**src/rtl/chip_link_pkg.sv**
```systemverilog
// Shared packing definitions for the inter-chip link (transmitter and receiver).
// Width helpers, default geometry, beat-index type and serializer state encoding.
package chip_link_pkg;

  // Ceiling log2 with a floor of 1, so a single-entry space still gets one select/index bit.
  function automatic int log2(input int n);
    int r;
    r = 1;
    for (int i = 1; i < 31; i++) begin
      if ((1 << i) < n) r = i + 1;
    end
    return r;
  endfunction

  function automatic int nbeat(input int dw, input int lw);
    return (dw + lw - 1) / lw;
  endfunction

  localparam int DEF_FW      = 59;
  localparam int DEF_CONNECT = 2;
  localparam int DEF_B       = 4;
  localparam int DEF_LW      = 16;
  localparam int DEF_SW      = log2(DEF_CONNECT);
  localparam int DEF_DW      = DEF_FW + DEF_SW;
  localparam int DEF_NBEAT   = nbeat(DEF_DW, DEF_LW);

  typedef logic [log2(DEF_NBEAT)-1:0] beat_idx_t;

  typedef enum logic {
    ST_IDLE,
    ST_SEND
  } tx_state_e;

endpackage

```
**src/rtl/chip_link_tx_if.sv**
```systemverilog
// Mux-side word stream, pin-level beat link and status of the link transmitter.
interface chip_link_tx_if #(
    parameter int DW = chip_link_pkg::DEF_DW,
    parameter int LW = chip_link_pkg::DEF_LW,
    parameter int B  = chip_link_pkg::DEF_B
) ();

    logic          data_in_wr;
    logic [DW-1:0] data_in;
    logic          send_fifo_full;
    logic          link_valid;
    logic          link_ready;
    logic [LW-1:0] link_data;
    logic          link_last;
    logic [B:0]    fifo_count;
    logic          overflow_err;

    modport master (
        output data_in_wr, data_in, link_ready,
        input  send_fifo_full, link_valid, link_data, link_last, fifo_count, overflow_err
    );

    modport slave (
        input  data_in_wr, data_in, link_ready,
        output send_fifo_full, link_valid, link_data, link_last, fifo_count, overflow_err
    );

endinterface

```
**src/rtl/chip_link_fifo.sv**
```systemverilog
// Send FIFO: DEPTH x DW storage with combinational head, occupancy count and sticky overflow.
module chip_link_fifo
    import chip_link_pkg::*;
#(
    parameter int DW = DEF_DW,
    parameter int B  = DEF_B
) (
    input  logic          clk,
    input  logic          rst_n,
    input  logic          wr_en,
    input  logic [DW-1:0] wr_data,
    input  logic          rd_en,
    output logic [DW-1:0] rd_data,
    output logic [B:0]    count,
    output logic          empty,
    output logic          overflow
);

    localparam int DEPTH = 1 << B;

    logic [DW-1:0] mem [DEPTH];
    logic [B-1:0]  wr_ptr;
    logic [B-1:0]  rd_ptr;
    logic [B:0]    count_q;
    logic          ovf_q;
    logic          full;
    logic          push;
    logic          pop;

    assign full  = (count_q == (B+1)'(DEPTH));
    assign empty = (count_q == '0);
    assign push  = wr_en && !full;
    assign pop   = rd_en && !empty;

    // NOTE: storage is deliberately left out of reset; only pointers and count define validity.
    always_ff @(posedge clk) begin
        if (push) mem[wr_ptr] <= wr_data;
    end

    always_ff @(posedge clk or negedge rst_n) begin
        if (!rst_n) begin
            wr_ptr  <= '0;
            rd_ptr  <= '0;
            count_q <= '0;
            ovf_q   <= 1'b0;
        end else begin
            if (push) wr_ptr <= wr_ptr + 1'b1;
            if (pop)  rd_ptr <= rd_ptr + 1'b1;
            case ({push, pop})
                2'b10:   count_q <= count_q + 1'b1;
                2'b01:   count_q <= count_q - 1'b1;
                default: count_q <= count_q;
            endcase
            // A dropped write is remembered until the next reset.
            if (wr_en && full) ovf_q <= 1'b1;
        end
    end

    assign rd_data  = mem[rd_ptr];
    assign count    = count_q;
    assign overflow = ovf_q;

endmodule

```
**src/rtl/chip_link_tx.sv**
```systemverilog
// Off-chip link transmitter: buffers tagged words from the connection mux and
// serializes each one LSB-first into LW-bit valid/ready beats toward the peer chip.
module chip_link_tx
    import chip_link_pkg::*;
#(
    parameter int FW      = DEF_FW,
    parameter int CONNECT = DEF_CONNECT,
    parameter int B       = DEF_B,
    parameter int LW      = DEF_LW
) (
    input  logic           clk,
    input  logic           rst_n,
    chip_link_tx_if.slave  bus
);

    localparam int SW    = log2(CONNECT);
    localparam int DW    = FW + SW;
    localparam int NBEAT = nbeat(DW, LW);
    localparam int SRW   = NBEAT * LW;
    localparam int BW    = log2(NBEAT);
    localparam int DEPTH = 1 << B;

    logic [DW-1:0]  head;
    logic [B:0]     count;
    logic           empty;
    logic           overflow;
    logic           pop;
    logic           shift;
    logic           last;
    tx_state_e      state;
    tx_state_e      state_nxt;
    logic [SRW-1:0] sr;
    logic [BW-1:0]  beat;

    chip_link_fifo #(.DW(DW), .B(B)) u_fifo (
        .clk      (clk),
        .rst_n    (rst_n),
        .wr_en    (bus.data_in_wr),
        .wr_data  (bus.data_in),
        .rd_en    (pop),
        .rd_data  (head),
        .count    (count),
        .empty    (empty),
        .overflow (overflow)
    );

    assign last = (beat == BW'(NBEAT - 1));

    always_ff @(posedge clk or negedge rst_n) begin
        if (!rst_n) state <= ST_IDLE;
        else        state <= state_nxt;
    end

    // A last-beat accept with a non-empty FIFO reloads in place, so words go out with no bubble.
    always_comb begin
        state_nxt = state;
        pop       = 1'b0;
        shift     = 1'b0;
        case (state)
            ST_IDLE: begin
                if (!empty) begin
                    pop       = 1'b1;
                    state_nxt = ST_SEND;
                end
            end
            ST_SEND: begin
                if (bus.link_ready) begin
                    if (!last)       shift     = 1'b1;
                    else if (!empty) pop       = 1'b1;
                    else             state_nxt = ST_IDLE;
                end
            end
            default: state_nxt = ST_IDLE;
        endcase
    end

    always_ff @(posedge clk or negedge rst_n) begin
        if (!rst_n) begin
            sr   <= '0;
            beat <= '0;
        end else if (pop) begin
            sr   <= SRW'(head);
            beat <= '0;
        end else if (shift) begin
            sr   <= sr >> LW;
            beat <= beat + 1'b1;
        end
    end

    // Threshold leaves room for the mux's grant-to-strobe delay plus one word in flight.
    assign bus.send_fifo_full = (count >= (B+1)'(DEPTH - 2));
    assign bus.link_valid     = (state == ST_SEND);
    assign bus.link_data      = (state == ST_SEND) ? sr[LW-1:0] : '0;
    assign bus.link_last      = (state == ST_SEND) && last;
    assign bus.fifo_count     = count;
    assign bus.overflow_err   = overflow;

endmodule
```
**src/flat_wrapper.sv**
```systemverilog
// flat-port wrapper written by rule: the top's interface ports become plain ports
module chip_link_tx_flat import chip_link_pkg::*;
#(
    parameter int FW      = DEF_FW,
    parameter int CONNECT = DEF_CONNECT,
    parameter int B       = DEF_B,
    parameter int LW      = DEF_LW
)
  (clk, rst_n, bus_data_in_wr, bus_data_in, bus_link_ready, bus_send_fifo_full, bus_link_valid, bus_link_data, bus_link_last, bus_fifo_count, bus_overflow_err);
  chip_link_tx_if #(.LW(LW), .B(B)) bus_i ();
  input  logic clk;
  input  logic rst_n;
  input wire logic [$bits(bus_i.data_in_wr)-1:0] bus_data_in_wr;
  input wire logic [$bits(bus_i.data_in)-1:0] bus_data_in;
  input wire logic [$bits(bus_i.link_ready)-1:0] bus_link_ready;
  output wire logic [$bits(bus_i.send_fifo_full)-1:0] bus_send_fifo_full;
  output wire logic [$bits(bus_i.link_valid)-1:0] bus_link_valid;
  output wire logic [$bits(bus_i.link_data)-1:0] bus_link_data;
  output wire logic [$bits(bus_i.link_last)-1:0] bus_link_last;
  output wire logic [$bits(bus_i.fifo_count)-1:0] bus_fifo_count;
  output wire logic [$bits(bus_i.overflow_err)-1:0] bus_overflow_err;
  assign bus_i.data_in_wr = bus_data_in_wr;
  assign bus_i.data_in = bus_data_in;
  assign bus_i.link_ready = bus_link_ready;
  assign bus_send_fifo_full = bus_i.send_fifo_full;
  assign bus_link_valid = bus_i.link_valid;
  assign bus_link_data = bus_i.link_data;
  assign bus_link_last = bus_i.link_last;
  assign bus_fifo_count = bus_i.fifo_count;
  assign bus_overflow_err = bus_i.overflow_err;
  chip_link_tx #(.FW(FW), .CONNECT(CONNECT), .B(B), .LW(LW)) u_core (.clk(clk), .rst_n(rst_n), .bus(bus_i));
endmodule
```
**config.mk**
```make
export PLATFORM = sky130hd
export DESIGN_NAME = chip_link_tx_flat
export DESIGN_NICKNAME = d
export VERILOG_FILES = /design/src/rtl/chip_link_pkg.sv /design/src/rtl/chip_link_tx_if.sv /design/src/rtl/chip_link_fifo.sv /design/src/rtl/chip_link_tx.sv /design/src/flat_wrapper.sv
export SDC_FILE = /design/constraint.sdc
export NUM_CORES = 1
export LEC_CHECK = 0
export CORE_ASPECT_RATIO = 0.75
export CORE_MARGIN = 1
export CORE_UTILIZATION = 60
export DETAILED_ROUTE_END_ITERATION = 10
export MAX_ROUTING_LAYER = met4
export PLACE_DENSITY = 0.77
export SKIP_LAST_GASP = 1
export SYNTH_ARGS = -nofsm -noshare
export SYNTH_HDL_FRONTEND = slang
export SYNTH_SLANG_ARGS = --single-unit
```
**constraint.sdc**
```tcl
create_clock -name clk -period 8.5 [get_ports clk]
set_clock_uncertainty 0.05 [all_clocks]
set_input_delay 2.55 -clock clk [delete_from_list [all_inputs] [get_ports clk]]
set_output_delay 2.55 -clock clk [all_outputs]
set_load 0.02 [all_outputs]
```
# After elaboration in Yosys (flattened, before gate mapping)

Memories as Yosys holds them, arrays and structs flattened.
Cells that the tools add are included.
W data, S select, Z words.

Bits in latches: 0
Output and inout bits: 25
Flip-flop bits (word level): 81
Bits of input ports: 64
Word-level logic and storage cells: 46
Memory bits (read-only): 0
Bits in writable memories: 960
Memories kept: 1

Memory list:

| name              | depth | width | read ports | clocked after Yosys merged registers in | wr ports | RTL line             | text |
|---|---|---|---|---|---|---|---|
| u_core.u_fifo.mem | 16    | 60    | 1          | 0                                       | 1        | chip_link_fifo.sv:21 | `logic [DW-1:0] mem [DEPTH];` |

Add/subtract/negate cells: 5
$lt $le $gt $ge: 1
Multiply operators: 0
Muxes and demuxes: 18
Shift-type cells: 0
Divide/modulo/power cells: 0
Equal/unequal tests: 4
Bitwise logic cells: 1
Reduce and logical (&&, ||, !) cells: 9

Operators by type and width:

| kind                  | count |
|---|---|
| $mux W64              | 2 |
| $mux W16              | 1 |
| $mux W1               | 10 |
| $pmux W5 S2           | 1 |
| $add A4 B1 Y4 const B | 2 |
| $add A5 B1 Y5 const B | 1 |
| $eq A5 B5 Y1 const B  | 1 |
| $ge A5 B4 Y1 const B  | 1 |
| $logic_not A5 Y1      | 1 |
| $sub A5 B1 Y5 const B | 1 |
| $eq A2 B2 Y1 const B  | 2 |
| $logic_and A1 B1 Y1   | 4 |
| $mux W2               | 2 |
| $pmux W1 S2           | 2 |
| $reduce_bool A2 Y1    | 2 |
| $add A2 B1 Y2 const B | 1 |
| $eq A2 B1 Y1 const B  | 1 |
| $logic_not A1 Y1      | 2 |
| $not A1 Y1            | 1 |

# Depth between registers and ports, before layout

Gate-level depths: netlist (run 1).

Word-level depth: 8
Mapped depth: 13
Mapped depth without buffers: 11

# Hierarchy

Synthesis (run 1) repeated with hierarchy kept, for this count alone.

Cell total of the unflattened synthesis: 2,179
Area, all modules: 40,885.5 sq um

By module, submodules not included:

| module         | instances | cells an instance | area each (sq um) |
|---|---|---|---|
| chip_link_fifo | 1         | 1,875             | 37,716.2 |
| chip_link_tx   | 1         | 304               | 3,169.3 |

# Least setup slack after synthesis (run 1)

Ideal clock, no wire load.

Path type: input to register
From: input bus_data_in_wr
To: memory u_core.u_fifo.mem[3][0] (netlist bit) (enable)
Setup time: 0.551 ns
Path slack: 0.595 ns
Required time: 7.899 ns
Stages: 3
Arrival time: 7.303 ns
Path buffers: 0
Cell sequence: a21boi_1 nand2_1 nor3_1

Cells in the longest elaborated chain, start to end: 3

RTL lines:

| what                          | RTL line             | text |
|---|---|---|
| start, declared               | flat_wrapper.sv:13   | `input wire logic [$bits(bus_i.data_in_wr)-1:0] bus_data_in_wr;` |
| $logic_and A1 B1 Y1           | chip_link_fifo.sv:32 | `assign push = wr_en && !full;` |
| $mux W1                       | chip_link_fifo.sv:37 | `if (push) mem[wr_ptr] <= wr_data;` |
| $mux W1 (implied by the code) | chip_link_fifo.sv:37 |  |
| end, declared                 | chip_link_fifo.sv:21 |  |

Every way passes these cells.

# Worst setup path in the final report (run 1)

From: input bus_data_in_wr
To: memory u_core.u_fifo.mem[9][59] (netlist bit) (enable)

Same word-level chain as after synthesis.

==> results.json, run 1 <==
{
  "synthCells": 1800,
  "max_freq_mhz": 184,
  "final_common_cell": "edfxtp_1",
  "die_w_um": 300,
  "clk_latency_ps": 650,
  "total_power_uw": 14100,
  "drive_above_1_share_pct": 22.7,
  "yosys_warnings": 0,
  "cp_num_buf_inv": 2,
  "endpoint_kind": "flop",
  "mappedNetlistNets": 1874,
  "grt_pass1_wl_um": 128000,
  "final_cell_mix": "edfxtp_1, mux4_2, mux2i_1",
  "wl_met1_um": 36500,
  "drc": 0,
  "cts_setup_buffers": 0,
  "vias": 19100,
  "hold_viol": 0,
  "tns_ps": 0,
  "cp_top_family": "simple AND/OR/NAND/NOR gates",
  "wl_met2_um": 40400,
  "grt_util_all_layers_pct": 27.3,
  "yosysTopAreaCell": "edfxtp_1",
  "io_pins": 89,
  "synthesis.area_um2": 39900,
  "arrival_ps": 5650,
  "async_reset_ff_share_pct": 7.43,
  "status": "finished clean",
  "wl_per_cell_um": 30.4,
  "initial_utilization_pct": 60.9,
  "fp.dieArea_um2": 67500,
  "synth_top_cell_area_share_pct": 72.3,
  "grt-ovfl-total": 0,
  "grt_pass1_vias": 19300,
  "avgSynthCellArea_um2": 22.2,
  "leakagePower_uw": 0.0143,
  "drt-pass1-iter-count": 5,
  "slew_headroom_pct": 20.6,
  "crit_chain": "clkdlybuf4s50_1, a21boi_1, nand2_1, nor2_4, buf_4",
  "syn_to_final_growth_pct": 11.9,
  "antenna_left": 0,
  "portBuffers": 88,
  "min_path_type": "flop to flop",
  "crit_path_max_incr_delay_ps": 820,
  "cts_buffers": 91,
  "ys_dominant_reg_cell": "edfxtp_1",
  "required_ps": 8720,
  "period_needed_ps": 5430,
  "rows": 81,
  "viasPerCell": 6.68,
  "antenna_found_initial": 3,
  "setup_viol": 0,
  "numClockSinks": 1037,
  "crit_fanout": 34,
  "place_inst": 2685,
  "core_um2": 65500,
  "dp_slack_ps": 2400,
  "cts_tree": "yes",
  "synth-edff-count": 960,
  "fin_ws_ps": 3070,
  "ys_top_cells_by_area": "edfxtp_1, mux4_2, dfrtp_1",
  "grt_max_degree": 113,
  "synth_seq_cells": 1037,
  "post-dp-hpwl_um": 46000,
  "instances_no_fill": 2854,
  "layout.nets": 1981,
  "crit_slowest_cell": "nor2_4",
  "globalplace.congestion": 0.806,
  "tightest_slew_ps": 1190,
  "die_h_um": 225,
  "power_density_nw_per_um2": 315,
  "rsz0062_at_grt": "false",
  "hold_buffers": 0,
  "wirelength_um": 86600,
  "htree_levels": 3,
  "cp-start-kind": "input pin",
  "clkSlewWorstSetupHoldPaths_ps": 60,
  "top_layer_used": "met4",
  "critPathKind": "input pin to flop",
  "peakVddDrop_mv": 0.525,
  "dr_wl_met3_um": 7950,
  "post-route-period-util_pct": 63.9,
  "final_util_pct": 68.2,
  "drv_cap": 0,
  "cts-resized-gates": 0,
  "drtIter0Drc": 2402,
  "r2r_setup_slack_ps": 4770,
  "drv_slew": 0,
  "ys_seq_area_share_pct": 77.1,
  "synth_cell_type_count": 43,
  "root_buffer": "clkbuf_16",
  "clk_path_buf_depth": 3
}
-- worst reg2reg max path, delay by kind of cell (launching register included) --
family / cells / cell delay, ps
AND/OR/NAND/NOR: 3 / 1360
AO/OA/AOI/OAI: 1 / 690
flip-flops: 1 / 560
buffers and inverters: 1 / 680
-- stage by stage --
step | hold slack [ps] | area (um2)
5_1_grt | 439 | 44600
2_1_floorplan | 418 | 39900
6_report | 426 | 44600
4_1_cts | 433 | 44600
3_3_place_gp | 405 | 41700
3_5_place_dp | 419 | 41700
-- per-layer routing --
layer / vias up / global-route usage, %
met5: - / -
li1: 7763 / -
met2: 986 / 40.1
met1: 10200 / 40.5
met3: 144 / 5.35
met4: 0 / 6.27
-- flip-flops by register name, summed over array words and instances (netlist names) --
name / cells
u_core.u_fifo.mem: 960
u_core.sr: 60
u_core.u_fifo.count: 5
u_core.u_fifo.rd_ptr: 4
u_core.u_fifo.wr_ptr: 4
u_core.beat: 2
u_core.bus.link_valid: 1
u_core.u_fifo.overflow: 1
-- cell families (layout without fill, tap and decap cells) --
| logic type | Yosys count | count (layout) | share of synthesized area [%] |
|---|---|---|---|
| DFF | 1037 | 1037 | 77.1 |
| muxes | 378 | 378 | 17.1 |
| AOI/OAI and AO/OA | 164 | 164 | 2.71 |
| buffers and inverters | 112 | 292 | 1.41 |
| and+or+nand+nor | 88 | 88 | 1.16 |
| xor gates and xnor gates | 11 | 11 | 0.242 |
| adders and majority gates | 10 | 10 | 0.314 |
| other | 0 | 3 | 0 |
-- power by group --
part | internal [uW] | total [uW] | leakage [uW] | switching (uW)
combinational | 1520 | 3350 | 0.00320 | 1830
sequential | 6210 | 6650 | 0.00966 | 436
clock | 2260 | 4060 | 0.00142 | 1790
total | 10000 | 14100 | 0.0143 | 4060
-- synth_stat cells, types with 3 or more instances --
library cell,n
edfxtp_1,960
mux4_2,240
mux2i_1,121
dfrtp_1,77
a211o_1,44
o22ai_1,44
o21ai_1,37
clkbuf_1,35
buf_2,32
o21ai_0,28
buf_4,23
and2_1,17
mux2_2,17
nand3_1,17
nor2_1,17
buf_1,16
nand2_1,13
ha_1,10
xnor2_1,7
nand2b_1,6
nor3_1,4
xor2_1,4
inv_1,3
nor3b_1,3
-- worst paths after layout --
kind,start,end,depth (start not counted)
max,bus_data_in_wr,u_core.u_fifo.mem[9][59]$_DFFE_PP_,5
min,u_core.u_fifo.overflow$_DFFE_PN0P_,u_core.u_fifo.overflow$_DFFE_PN0P_,1
max reg2reg,u_core.u_fifo.count[1]$_DFFE_PN0P_,u_core.u_fifo.mem[9][59]$_DFFE_PP_,5
min reg2reg,u_core.u_fifo.overflow$_DFFE_PN0P_,u_core.u_fifo.overflow$_DFFE_PN0P_,1
max in group asynchronous,rst_n,u_core.u_fifo.rd_ptr[3]$_DFFE_PN0P_,2
min in group asynchronous,rst_n,u_core.u_fifo.count[2]$_DFFE_PN0P_,1
-- cell type report --
class                      instances  area (um2)
clock inverter                    46         439
clock buffer                     120        2470
fill                            3976       20800
timing repair buffer             122        1160
inverter                           4        15.0
multi-input combinational        651        8690
antenna                            3        7.51
tap                              871        1090
sequential                      1037       30800
No activity file was read; power rests on OpenSTA's default activity.
==> run 2: changes to the inputs <==
clock period = 5 ns   (was 8.5 ns; I/O delays follow)
==> results.json, run 2 (synthesis results as in run 1) <==
{
  "status": "finished clean",
  "tns_ps": 0,
  "cts-resized-gates": 0,
  "drive_above_1_share_pct": 24.1,
  "final_util_pct": 69.2,
  "timing.rr.start": "u_core.u_fifo.count[1]$_DFFE_PN0P_",
  "instances_no_fill": 2890,
  "setup_viol": 0,
  "startpoint": "u_core.bus.link_valid$_DFF_PN0_",
  "crit_fanout": 20,
  "fill_cells": 3859,
  "grt_pass1_wl_um": 133000,
  "post-dp-hpwl_um": 48500,
  "drtIter0Drc": 2353,
  "drt-pass1-iter-count": 6,
  "io_pins": 89,
  "fp.dieArea_um2": 67500,
  "cp-start-kind": "flop",
  "cts_setup_buffers": 0,
  "clkSlewWorstSetupHoldPaths_ps": 60,
  "numClockSinks": 1037,
  "wl_met2_um": 43100,
  "drc": 0,
  "root_buffer": "clkbuf_16",
  "final_cell_mix": "edfxtp_1, mux4_2, mux2i_1",
  "antenna_found_initial": 7,
  "die_h_um": 225,
  "cts_buffers": 93,
  "r2r_cells": 11,
  "top_register": "u_core.u_fifo.mem",
  "vias": 19200,
  "grt_pass1_vias": 19800,
  "required_ps": 3450,
  "r2r_setup_slack_ps": 1930,
  "viasPerCell": 6.66,
  "seq_area_um2": 30800,
  "layout.nets": 2007,
  "grt_util_all_layers_pct": 28.6,
  "dr_wl_met3_um": 8710,
  "place_inst": 2709,
  "peakVddDrop_mv": 0.340,
  "grt-ovfl-total": 0,
  "die_w_um": 300,
  "slew_headroom_pct": 24.0,
  "critPathKind": "flop to output pin",
  "drv_cap": 0,
  "reg2reg_to": "u_core.u_fifo.count[4]$_DFFE_PN0P_",
  "arrival_ps": 2390,
  "rows": 81,
  "leakagePower_uw": 0.0146,
  "rsz0062_at_grt": "false",
  "wl_met1_um": 36400,
  "drv_slew": 0,
  "final_common_cell": "edfxtp_1",
  "htree_levels": 3,
  "max_freq_mhz": 254,
  "clk_path_buf_depth": 3,
  "core_um2": 65500,
  "cts_tree": "yes",
  "period_needed_ps": 3940,
  "hold_buffers": 0,
  "antenna_left": 0,
  "endpoint_kind": "output pin",
  "syn_to_final_growth_pct": 13.6,
  "portBuffers": 88,
  "initial_utilization_pct": 60.9,
  "tightest_slew_ps": 1140,
  "grt_max_degree": 95,
  "hold_viol": 0,
  "clk_latency_ps": 660,
  "multi_input_area_um2": 8710,
  "min_path_type": "flop to flop",
  "top_layer_used": "met4",
  "power_density_nw_per_um2": 544,
  "cp-endpoint": "bus_link_data[0]",
  "post-route-period-util_pct": 78.9,
  "wirelength_um": 90400,
  "largest_register_ffs": 960,
  "wl_per_cell_um": 31.3,
  "globalplace.congestion": 0.783
}
-- run 2: metal layers --
layer,global-route usage [%],vias to the layer above
li1,-,7838
met5,-,-
met1,41.3,10200
met2,42.6,1036
met3,5.76,152
met4,7.23,0
-- run 2: report_power, final --
part	leakage, uW	internal (uW)	switching, uW	total (uW)
Combinational	0.00338	2700	3390	6090
Clock	0.00154	4230	3120	7350
Sequential	0.00966	10500	650	11200
Total	0.0146	17500	7160	24600
-- run 2: metrics by stage --
| step | hold WS, ps | cell area (um2) | worst slack [ps] | power [uW] |
|---|---|---|---|---|
| after floorplan | 418 | 39900 | -281 | 15300 |
| after global placement | 410 | 42100 | 868 | 17300 |
| after detailed placement | 412 | 42100 | 836 | 17400 |
| after CTS | 427 | 45300 | 1010 | 24800 |
| after global routing | 435 | 45300 | 987 | 25500 |
| final | 420 | 45300 | 1060 | 24600 |
-- run 2: layout make-up --
| cell class | count | share of cell area [%] |
|---|---|---|
| clock buffers | 117 | 5.49 |
| multi-input cells | 651 | 19.2 |
| well taps | 871 | 2.40 |
| clock inverters | 57 | 1.51 |
| inverters | 4 | 0.0331 |
| diodes | 7 | 0.0387 |
| flip-flops and latches | 1037 | 67.9 |
| repair buffers | 146 | 3.40 |
-- run 2: how the worst min path moves through the flow --
stage	startpoint	to	depth (start not counted)
3_3_place_gp	u_core.u_fifo.overflow$_DFFE_PN0P_	u_core.u_fifo.overflow$_DFFE_PN0P_	1
3_5_place_dp	u_core.u_fifo.overflow$_DFFE_PN0P_	u_core.u_fifo.overflow$_DFFE_PN0P_	1
5_1_grt	u_core.u_fifo.overflow$_DFFE_PN0P_	u_core.u_fifo.overflow$_DFFE_PN0P_	1
2_1_floorplan	u_core.sr[44]$_DFFE_PN0P_	u_core.sr[44]$_DFFE_PN0P_	2
6_report	u_core.u_fifo.overflow$_DFFE_PN0P_	u_core.u_fifo.overflow$_DFFE_PN0P_	1
4_1_cts	u_core.u_fifo.overflow$_DFFE_PN0P_	u_core.u_fifo.overflow$_DFFE_PN0P_	1
-- run 2: critical path, stage by stage (launching register included) --
cell	delay [ps]
dfrtp_1	800
and2_1	290
clkdlybuf4s50_1	630
==> run 3: changes to the inputs <==
clock period = 3.75 ns   (was 5 ns; I/O delays follow)
==> results.json, run 3 (synthesis results as in run 1) <==
{
  "grt_pass1_vias": 19600,
  "antenna_left": 0,
  "crit_fanout": 20,
  "drive_above_1_share_pct": 24.0,
  "reg2reg_to": "u_core.u_fifo.count[4]$_DFFE_PN0P_",
  "cts_buffers": 93,
  "cts_tree": "yes",
  "placed_area_um2": 42300,
  "vias": 18900,
  "whs_ps": 438,
  "hold_viol": 0,
  "startpoint": "u_core.bus.link_valid$_DFF_PN0_",
  "post-route-period-util_pct": 94.9,
  "max_freq_mhz": 281,
  "drv_cap": 0,
  "crit_path_max_incr_delay_ps": 820,
  "drc": 0,
  "clk_path_buf_depth": 3,
  "top_register": "u_core.u_fifo.mem",
  "tightest_slew_ps": 936,
  "initial_utilization_pct": 60.9,
  "slew_headroom_pct": 37.6,
  "portBuffers": 88,
  "grt_util_all_layers_pct": 27.3,
  "layout.nets": 2016,
  "grt_max_degree": 79,
  "wl_per_cell_um": 29.9,
  "setup_viol": 0,
  "arrival_ps": 2380,
  "grt_pass1_wl_um": 129000,
  "drt-pass1-iter-count": 5,
  "status": "finished clean",
  "power_density_nw_per_um2": 710,
  "cts_setup_buffers": 0,
  "grt-ovfl-total": 0,
  "numClockSinks": 1037,
  "largest_register_ffs": 960,
  "die_w_um": 300,
  "wirelength_um": 86500,
  "postLayoutCellArea_um2": 45200,
  "rows": 81,
  "r2r_cells": 10,
  "fp.dieArea_um2": 67500,
  "critPathKind": "flop to output pin",
  "endpoint_kind": "output pin",
  "min_path_type": "flop to flop",
  "cp-endpoint": "bus_link_data[2]",
  "drtIter0Drc": 2085,
  "syn_to_final_growth_pct": 13.4,
  "cp_top_family": "flip-flops",
  "peakVddDrop_mv": 0.578,
  "crit_slowest_cell": "dfrtp_1",
  "r2r_setup_slack_ps": 870,
  "cts-resized-gates": 0,
  "clkSlewWorstSetupHoldPaths_ps": 60,
  "io_pins": 89,
  "crit_chain": "and2_1, clkdlybuf4s50_1",
  "hold_buffers": 0,
  "htree_levels": 3,
  "viasPerCell": 6.51,
  "post-dp-hpwl_um": 47700,
  "min_delay_path_depth": 1,
  "critical_path_depth": 2,
  "required_ps": 2570,
  "clk_latency_ps": 650,
  "cp_num_buf_inv": 1,
  "period_needed_ps": 3560,
  "globalplace.congestion": 0.825,
  "cp-start-kind": "flop",
  "core_um2": 65500,
  "antenna_found_initial": 4,
  "rsz0062_at_grt": "false",
  "die_h_um": 225,
  "drv_slew": 0,
  "min_from": "u_core.u_fifo.overflow$_DFFE_PN0P_",
  "final_cell_mix": "edfxtp_1, mux4_2, mux2i_1",
  "timing.rr.start": "u_core.u_fifo.count[1]$_DFFE_PN0P_",
  "final_common_cell": "edfxtp_1",
  "root_buffer": "clkbuf_16",
  "leakagePower_uw": 0.0145
}
## run 3: cell count changes in the layout (fill, tap and decap cells not counted), sizes merged
cell,delta
clkbuf,+15
buf,+9
bufinv,-11
diode,-3
inv,+1
clkinvlp,-2
clkinv,-4
## run 3: power by group
| part | internal (uW) | total, uW | leakage, uW | switching (uW) |
|---|---|---|---|---|
| combinational | 3690 | 8160 | 0.00346 | 4470 |
| sequential | 14100 | 14900 | 0.00966 | 851 |
| clock | 5000 | 9040 | 0.00141 | 4030 |
## run 3: per-stage QoR
step           total power, uW  worst slack [ps]  utilization (%)  TNS [ps]  std cells
2_1_floorplan            20400             -9.11                -      -547       1800
3_3_place_gp             23100               252             64.6         0       2718
3_5_place_dp             23300               246             64.6         0       2718
4_1_cts                  32300               151             69.0         0       2891
5_1_grt                  33300               114             69.1         0       2895
6_report                 32100               192             69.1         0       2895
## run 3: cell type report
type	count	area [um2]
well taps	871	1090
clock buffers	132	2610
clock inverters	41	278
multi-input cells	651	8710
repair buffers	155	1730
flip-flops and latches	1037	30800
diodes	4	10.0
fillers	3902	20300
inverters	4	15.0
## run 3: worst min-delay path by stage
stage / slack, ps / to
2_1_floorplan: 420 / u_core.sr[44]$_DFFE_PN0P_
3_3_place_gp: 410 / u_core.u_fifo.overflow$_DFFE_PN0P_
3_5_place_dp: 420 / u_core.u_fifo.overflow$_DFFE_PN0P_
4_1_cts: 430 / u_core.u_fifo.overflow$_DFFE_PN0P_
5_1_grt: 440 / u_core.u_fifo.overflow$_DFFE_PN0P_
6_report: 440 / u_core.u_fifo.overflow$_DFFE_PN0P_
## run 3: worst register-to-register path, delay by kind of cell, from the launching register on
kind                       cells  cell delay (ps)
AOI/OAI and AO/OA              2              390
xor gates and xnor gates       1              160
buffers and inverters          1               60
adders and majority gates      2              470
DFF                            1              500
and+or+nand+nor                4             1150
## run 3: routing by layer
| layer | wire length [um] | GRT usage [%] | share of wire [%] |
|---|---|---|---|
| met1 | 35900 | 39.3 | 42 |
| met2 | 40800 | 40.0 | 47 |
| met3 | 8120 | 6.71 | 9.4 |
| met4 | 1670 | 7.01 | 1.9 |
| met5 | 0 | - | 0 |
